$ cat config.mk
export PLATFORM = sky130hd
export DESIGN_NAME = pipe_hazard_ctrl
export DESIGN_NICKNAME = d
export VERILOG_FILES = /design/src/rtl/pipe_hazard_ctrl.sv
export SDC_FILE = /design/constraint.sdc
export NUM_CORES = 1
export LEC_CHECK = 0
export BUFFER_PORTS_ARGS = -buffer_cell sky130_fd_sc_hd__clkbuf_2
export CAP_MARGIN = 20
export CELL_PAD_IN_SITES_DETAIL_PLACEMENT = 1
export CELL_PAD_IN_SITES_GLOBAL_PLACEMENT = 1
export CORE_AREA = 2 2 43 45
export DETAILED_ROUTE_END_ITERATION = 7
export DIE_AREA = 0 0 45 47
export GPL_TIMING_DRIVEN = 0
export PLACE_DENSITY_LB_ADDON = 0.1
export SLEW_MARGIN = 20
export SYNTH_ARGS = -nofsm -noshare
export SYNTH_HDL_FRONTEND = slang
export SYNTH_SLANG_ARGS = --single-unit
$ cat constraint.sdc
create_clock -name clk -period 2.6 [get_ports clk]
set_clock_uncertainty 0.1 [all_clocks]
set_input_delay 0.39 -clock clk [delete_from_list [all_inputs] [get_ports clk]]
set_output_delay 0.39 -clock clk [all_outputs]
set_load 0.01 [all_outputs]
$ cat src/rtl/pipe_hazard_ctrl.sv
// Pipeline sequencing controller: load-use stalls, redirect bubbles and data-memory freezes.
// Optional perf counters are enabled by defining PIPE_HAZARD_CTRL_PERF_EN.
module pipe_hazard_ctrl #(
    parameter int unsigned REG_AW           = 6,
    parameter int unsigned REDIRECT_BUBBLES = 1
) (
    input  logic              clk,
    input  logic              rst_n,
    input  logic [REG_AW-1:0] id_rs,
    input  logic [REG_AW-1:0] id_rt,
    input  logic              id_uses_rt,
    input  logic [REG_AW-1:0] ex_rd,
    input  logic              ex_memread,
    input  logic              redirect,
    input  logic              dmem_req,
    input  logic              dmem_ready,
    output logic              pc_en,
    output logic              if_id_en,
    output logic              id_ex_en,
    output logic              ex_wb_en,
    output logic              if_id_flush,
    output logic              id_ex_flush,
    output logic [1:0]        state
`ifdef PIPE_HAZARD_CTRL_PERF_EN
    ,
    output logic [31:0]       stall_cycles,
    output logic [31:0]       flush_events,
    output logic [31:0]       freeze_cycles
`endif
);

    localparam logic [1:0] ST_RUN      = 2'd0;
    localparam logic [1:0] ST_FLUSH    = 2'd1;
    localparam logic [1:0] ST_MEM_WAIT = 2'd2;
    localparam logic [1:0] ST_ILLEGAL  = 2'd3;
    localparam logic [1:0] CNT_LOAD    = 2'(REDIRECT_BUBBLES - 1);

    logic [1:0] state_q, state_d;
    logic [1:0] cnt_q, cnt_d;
    logic       lu, fz;

    assign lu    = ex_memread && ((ex_rd == id_rs) || (id_uses_rt && (ex_rd == id_rt)));
    assign fz    = dmem_req && !dmem_ready;
    assign state = state_q;

    always_comb begin
        state_d     = state_q;
        cnt_d       = cnt_q;
        pc_en       = 1'b1;
        if_id_en    = 1'b1;
        id_ex_en    = 1'b1;
        ex_wb_en    = 1'b1;
        if_id_flush = 1'b0;
        id_ex_flush = 1'b0;
        if (!rst_n) begin
            pc_en       = 1'b0;
            if_id_en    = 1'b0;
            id_ex_en    = 1'b0;
            ex_wb_en    = 1'b0;
            if_id_flush = 1'b1;
            id_ex_flush = 1'b1;
            state_d     = ST_RUN;
            cnt_d       = '0;
        end else begin
            if (fz) begin
                // Counter is held so a frozen FLUSH countdown resumes afterwards.
                pc_en    = 1'b0;
                if_id_en = 1'b0;
                id_ex_en = 1'b0;
                ex_wb_en = 1'b0;
                state_d  = ST_MEM_WAIT;
            end else if (redirect) begin
                if_id_flush = 1'b1;
                id_ex_flush = 1'b1;
                cnt_d       = CNT_LOAD;
                state_d     = (CNT_LOAD != 2'd0) ? ST_FLUSH : ST_RUN;
            end else if (state_q == ST_FLUSH) begin
                if_id_flush = 1'b1;
                id_ex_flush = 1'b1;
                cnt_d       = (cnt_q != 2'd0) ? cnt_q - 2'd1 : 2'd0;
                state_d     = (cnt_q <= 2'd1) ? ST_RUN : ST_FLUSH;
            end else begin
                if (lu) begin
                    pc_en       = 1'b0;
                    if_id_en    = 1'b0;
                    id_ex_flush = 1'b1;
                end
                state_d = (cnt_q != 2'd0) ? ST_FLUSH : ST_RUN;
            end
            if (state_q == ST_ILLEGAL) begin
                state_d = ST_RUN;
                cnt_d   = '0;
            end
        end
    end

    always_ff @(posedge clk) begin
        if (!rst_n) begin
            state_q <= ST_RUN;
            cnt_q   <= '0;
        end else begin
            state_q <= state_d;
            cnt_q   <= cnt_d;
        end
    end

`ifdef PIPE_HAZARD_CTRL_PERF_EN
    logic [31:0] stall_q, stall_d;
    logic [31:0] flush_q, flush_d;
    logic [31:0] freeze_q, freeze_d;
    logic        lu_stall;

    assign lu_stall = lu && !fz && !redirect && (state_q != ST_FLUSH);

    always_comb begin
        stall_d  = stall_q;
        flush_d  = flush_q;
        freeze_d = freeze_q;
        if ((fz || lu_stall) && (stall_q != 32'hFFFF_FFFF)) stall_d = stall_q + 32'd1;
        if (redirect && !fz && (flush_q != 32'hFFFF_FFFF)) flush_d = flush_q + 32'd1;
        if (fz && (freeze_q != 32'hFFFF_FFFF)) freeze_d = freeze_q + 32'd1;
    end

    always_ff @(posedge clk) begin
        if (!rst_n) begin
            stall_q  <= '0;
            flush_q  <= '0;
            freeze_q <= '0;
        end else begin
            stall_q  <= stall_d;
            flush_q  <= flush_d;
            freeze_q <= freeze_d;
        end
    end

    assign stall_cycles  = stall_q;
    assign flush_events  = flush_q;
    assign freeze_cycles = freeze_q;
`endif

endmodule

==> impl_metrics.ini, run 1 <==
[global_routing]
track_usage_pct = 10.9
antenna_found_initial = 0
grt_max_degree = 6
grt-ovfl-total = 0
first_global_vias = 405
grt_pass1_wl_microns = 1670

[clock_tree]
cts-resized-gates = 0
cts_setup_buffers = 0
cts-buffers-inserted = 3
clkLatencyLatePin_ps = 230
cts_tree = done
clock-root-buffer = clkbuf_4
cts_hold_buf = 0
h-tree-depth = 1
cts_sinks = 4
path_clk_slew_ps = 40
clk_path_buf_depth = 2

[status]
status = completed

[logic_synthesis]
synth.area.top_cells = dfxtp_1, xor2_1, xnor2_1, nor2_1, buf_4
synth_top_area_share_pct = 20.4
syn_inst = 50
avgSynthCellArea_sq_um = 7.83
synthFlopType = dfxtp_1
ys_seq_elements = 4
synth_top_area_cell = dfxtp_1
ys_top_cells_by_count = xor2_1, nor2_1, dfxtp_1
syn-num-nets = 75
synth_enable_flop_cells = 0
netlist_area_sq_um = 392
yosysMostFrequentCell = xor2_1
seq_area_frac_synth_pct = 20.4
yosysUniqueCellTypes = 25
ys_warn_count = 0
async_flop_share_pct = 0

[finish]
drive_above_1_share_pct = 45.9
area_delta_synth_final_pct = 52.1
n_fill_cell = 226
antenna_cells = 0
nNetsFinal = 112
fin_area_sq_um = 596

[die]
initial_core_util_pct = 23.7
die_h_microns = 47
ios = 33
dieArea_sq_mm = 0.00212
core-area_sq_mm = 0.00165
die_w_microns = 45
rows = 15

[sta]
relSlewSlack_pct = 75.1
tightest_slew_ps = 370
period_share_pct = 78.0
final-max-slew-violation-count = 0
min_period_ps = 2030
fmax_mhz = 493
hold_viol = 0
setup_viol = 0
setup_tns_ps = 0
rsz0062_at_grt = no

[placement]
hpwlAfterDp_microns = 998
gp_congestion = 0.712
portBuffers = 32
dpl_cell_area_sq_um = 573

[detailed_routing]
drc_errors = 0
vias = 462
dr.first_iter.drc_count = 3
wl_per_cell_microns = 11.0
vias_per_cell = 4.53
drt-total-wl_microns = 1120
dr.pass1.iters = 3
ant_nets = 0

[worst_setup_path]
worstSetupStartpointType = input port
critPathRequiredTime_ps = 2110
endpoint_kind = output pin
arrival_ps = 1540
critPathKind = input port to output pin
critPathMaxFanout = 2

[pwr]
vdd_drop_max_mv = 0.272
p_leak_nw = 0.320
power_density_mw_per_mm2 = 350

[run]
cap_violations = 0

[worst_hold_path]
min_path_type = input port to flop
-- critical path, cell delays in order --
cell      delay [ps]
clkbuf_2         100
xor2_1           150
nor4_1           390
a31o_2           220
nor2_1            50
buf_4            130
clkbuf_2         110
-- metal layers --
metal	global-route usage, %	up-vias	share of wire, %
li1	-	243	-
met1	13.9	200	44
met2	16.6	17	48
met3	3.46	2	7.0
met4	5.29	0	0.71
met5	0	-	0
-- sequential cells by signal, summed over array words and instances (netlist names) --
name / count
cnt_q: 2
state: 2
-- logic make-up (layout without fill, tap and decap cells) --
| kind of cell | after synthesis | count (layout) | synth area share [%] |
|---|---|---|---|
| AOI/OAI and AO/OA | 7 | 7 | 12.5 |
| xor gates and xnor gates | 12 | 12 | 26.8 |
| buffers and inverters | 5 | 40 | 6.71 |
| DFF | 4 | 4 | 20.4 |
| muxes | 1 | 1 | 2.56 |
| and+or+nand+nor | 21 | 21 | 31.0 |
-- final timing paths --
check | slack (ps) | end | from | cells after the start
min reg2reg | 360 | cnt_q[1] | cnt_q[1] | 2
max | 570 | pc_en | ex_rd[5] | 7
min | 280 | state[0] | redirect | 2
max reg2reg | 1350 | cnt_q[0] | state[1] | 4
-- area by class of cell --
type / instances / area [sq um] / share of cell area, %
plain buffers: 2 / 15.0 / 2.52
clock buffers: 3 / 22.5 / 3.78
multi-input cells: 41 / 285 / 47.9
flip-flops and latches: 4 / 80.1 / 13.4
repair buffers: 32 / 160 / 26.9
well taps: 17 / 21.3 / 3.57
inverters: 3 / 11.3 / 1.89
-- power breakdown --
| group | leakage [nW] | total [mW] | internal, mW | switching, mW |
|---|---|---|---|---|
| Combinational | 0.274 | 0.0708 | 0.0371 | 0.0337 |
| Clock | 0.0138 | 0.0751 | 0.0515 | 0.0236 |
| Sequential | 0.0324 | 0.0627 | 0.0624 | 0.000338 |
| Total | 0.320 | 0.209 | 0.151 | 0.0576 |
-- stage by stage --
stage	setup WS, ps	std cells	hold slack (ps)	util [%]	total power [mW]
2_1_floorplan	842	50	333	-	0.0999
3_3_place_gp	536	99	362	34.7	0.134
3_5_place_dp	574	99	361	34.7	0.135
4_1_cts	559	102	271	36.1	0.214
5_1_grt	503	102	286	36.1	0.225
6_report	573	102	278	36.1	0.209
-- cells in the final DEF, fill, tap and decap left out, drive strengths merged, types with 2 or more instances in the layout --
| master | count |
|---|---|
| clkbuf | 35 |
| xor2 | 9 |
| nor2 | 5 |
| dfxtp | 4 |
| xnor2 | 3 |
| inv | 3 |
| nand2 | 3 |
| nand2b | 3 |
| nor4 | 2 |
| a21oi | 2 |
| buf | 2 |
(Power assumes the default switching activity.)
==> inputs of run 2 (changes only) <==
- CORE_AREA: 2 2 43 45 -> 2 2 47 49
- DIE_AREA: 0 0 45 47 -> 0 0 49 51
- clock period: 2.6 -> 1.8 ns (I/O delays scaled with it)
==> impl_metrics.ini, run 2 (synthesis gave the netlist of run 1 again) <==
[die]
rows = 17
ios = 33
core-area_sq_mm = 0.00206
initial_core_util_pct = 19.0
die_w_microns = 49
die_h_microns = 51
dieArea_sq_mm = 0.00250

[clock_tree]
clk_path_buf_depth = 2
clkLatencyLatePin_ps = 240
cts-buffers-inserted = 3
cts_setup_buffers = 0
h-tree-depth = 1
cts_tree = done
cts_hold_buf = 0
path_clk_slew_ps = 40
clock-root-buffer = clkbuf_4
cts_sinks = 4

[worst_setup_path]
reg2reg_to = cnt_q[0]
critPathKind = flop to output pin
r2r_slack_ps = 670
reg2reg_depth = 4
critPathMaxFanout = 3
arrival_ps = 1360
worstSetupStartpointType = flop
endpoint_kind = output pin
r2r_start = state[1]
critPathRequiredTime_ps = 1430

[detailed_routing]
dr.pass1.iters = 1
vias = 473
ant_nets = 0
dr.first_iter.drc_count = 0
vias_per_cell = 4.22
wl_per_cell_microns = 9.68
drt-total-wl_microns = 1080
drc_errors = 0

[sta]
fmax_mhz = 579
rsz0062_at_grt = yes
relSlewSlack_pct = 79.2
final-max-slew-violation-count = 0
tightest_slew_ps = 311
min_period_ps = 1730
setup_viol = 0
hold_viol = 0
period_share_pct = 96.0

[pwr]
vdd_drop_max_mv = 0.361
p_leak_nw = 0.330
power_density_mw_per_mm2 = 482
power_mw = 0.313

[finish]
n_fill_cell = 267
area_delta_synth_final_pct = 65.8
drive_above_1_share_pct = 54.8
layout_commonest_cell = clkbuf_2
final_cell_mix = clkbuf_2, xor2_1, nor2_1
nNetsFinal = 111
fin_area_sq_um = 649
antenna_cells = 0

[worst_hold_path]
whs_path_depth = 2
min-delay-start = redirect
min_path_type = input port to flop
worstHoldEndpoint = state[0]

[status]
status = completed

[placement]
dpl_cell_area_sq_um = 587
portBuffers = 32
hpwlAfterDp_microns = 974
gp_congestion = 0.653

[global_routing]
grt.busiest_layer = met2
track_usage_pct = 9.13
grt_use_met3_pct = 4.68
first_global_vias = 436
antenna_found_initial = 0
grt_max_degree = 6
met1_usage_pct = 10.4
grt-ovfl-total = 0
met2_usage_pct = 14.8
grt_pass1_wl_microns = 1730

[run]
cap_violations = 0
-- run 2: changes by cell type in the layout (fill, tap and decap cells not counted), sizes merged --
cell,before,now
clkbuf,35,34
-- run 2: worst max-delay path by stage --
stage                     startpoint          end  slack (ps)  cells past startpoint
after detailed placement    ex_rd[5]        pc_en         -10                      7
after global placement      ex_rd[5]        pc_en         -20                      7
final                       state[1]        pc_en          70                      5
after floorplan             state[1]        pc_en         170                      5
after CTS                   state[1]  id_ex_flush          20                      5
after global routing        state[1]  id_ex_flush          -2                      5
-- run 2: final cells by class --
type	instances	area [sq um]	area share [%]
plain buffers	1	7.51	1.16
repair buffers	32	160	24.7
inverters	3	11.3	1.73
flip-flops and latches	4	82.6	12.7
multi-input cells	41	330	50.9
well taps	28	35.0	5.39
clock buffers	3	22.5	3.47
-- run 2: through the flow --
| step | worst slack [ps] | hold WS, ps | TNS [ps] | utilization [%] | std cells |
|---|---|---|---|---|---|
| after detailed placement | -9.52 | 362 | -9.52 | 28.4 | 110 |
| after global routing | -1.63 | 146 | -1.63 | 31.5 | 112 |
| after floorplan | 166 | 249 | 0 | - | 50 |
| final | 72.0 | 141 | 0 | 31.5 | 112 |
| after global placement | -18.8 | 352 | -18.8 | 28.4 | 110 |
| after CTS | 20.8 | 142 | 0 | 30.7 | 112 |
-- run 2: critical path: stages (launching register included) --
cell	delay, ps
dfxtp_2	320
nand2b_4	140
and3_4	180
a31o_2	260
nor2_4	100
clkbuf_2	130
-- run 2: power breakdown --
| part | internal [mW] | switching [mW] | leakage (nW) |
|---|---|---|---|
| clock network | 0.0747 | 0.0381 | 0.0138 |
| logic | 0.0578 | 0.0512 | 0.283 |
| registers | 0.0902 | 0.000688 | 0.0333 |
-- run 2: repair_timing --
action | CTS | global route
setup endpoints to repair | 3 | 3
gates resized for setup | 7 | 4
pin swaps | 1 | 0
-- run 2: per-layer routing --
layer | routed length, microns | vias to the layer above
met5 | 0 | -
met3 | 74 | 2
li1 | - | 238
met1 | 451 | 214
met2 | 544 | 19
met4 | 14 | 0
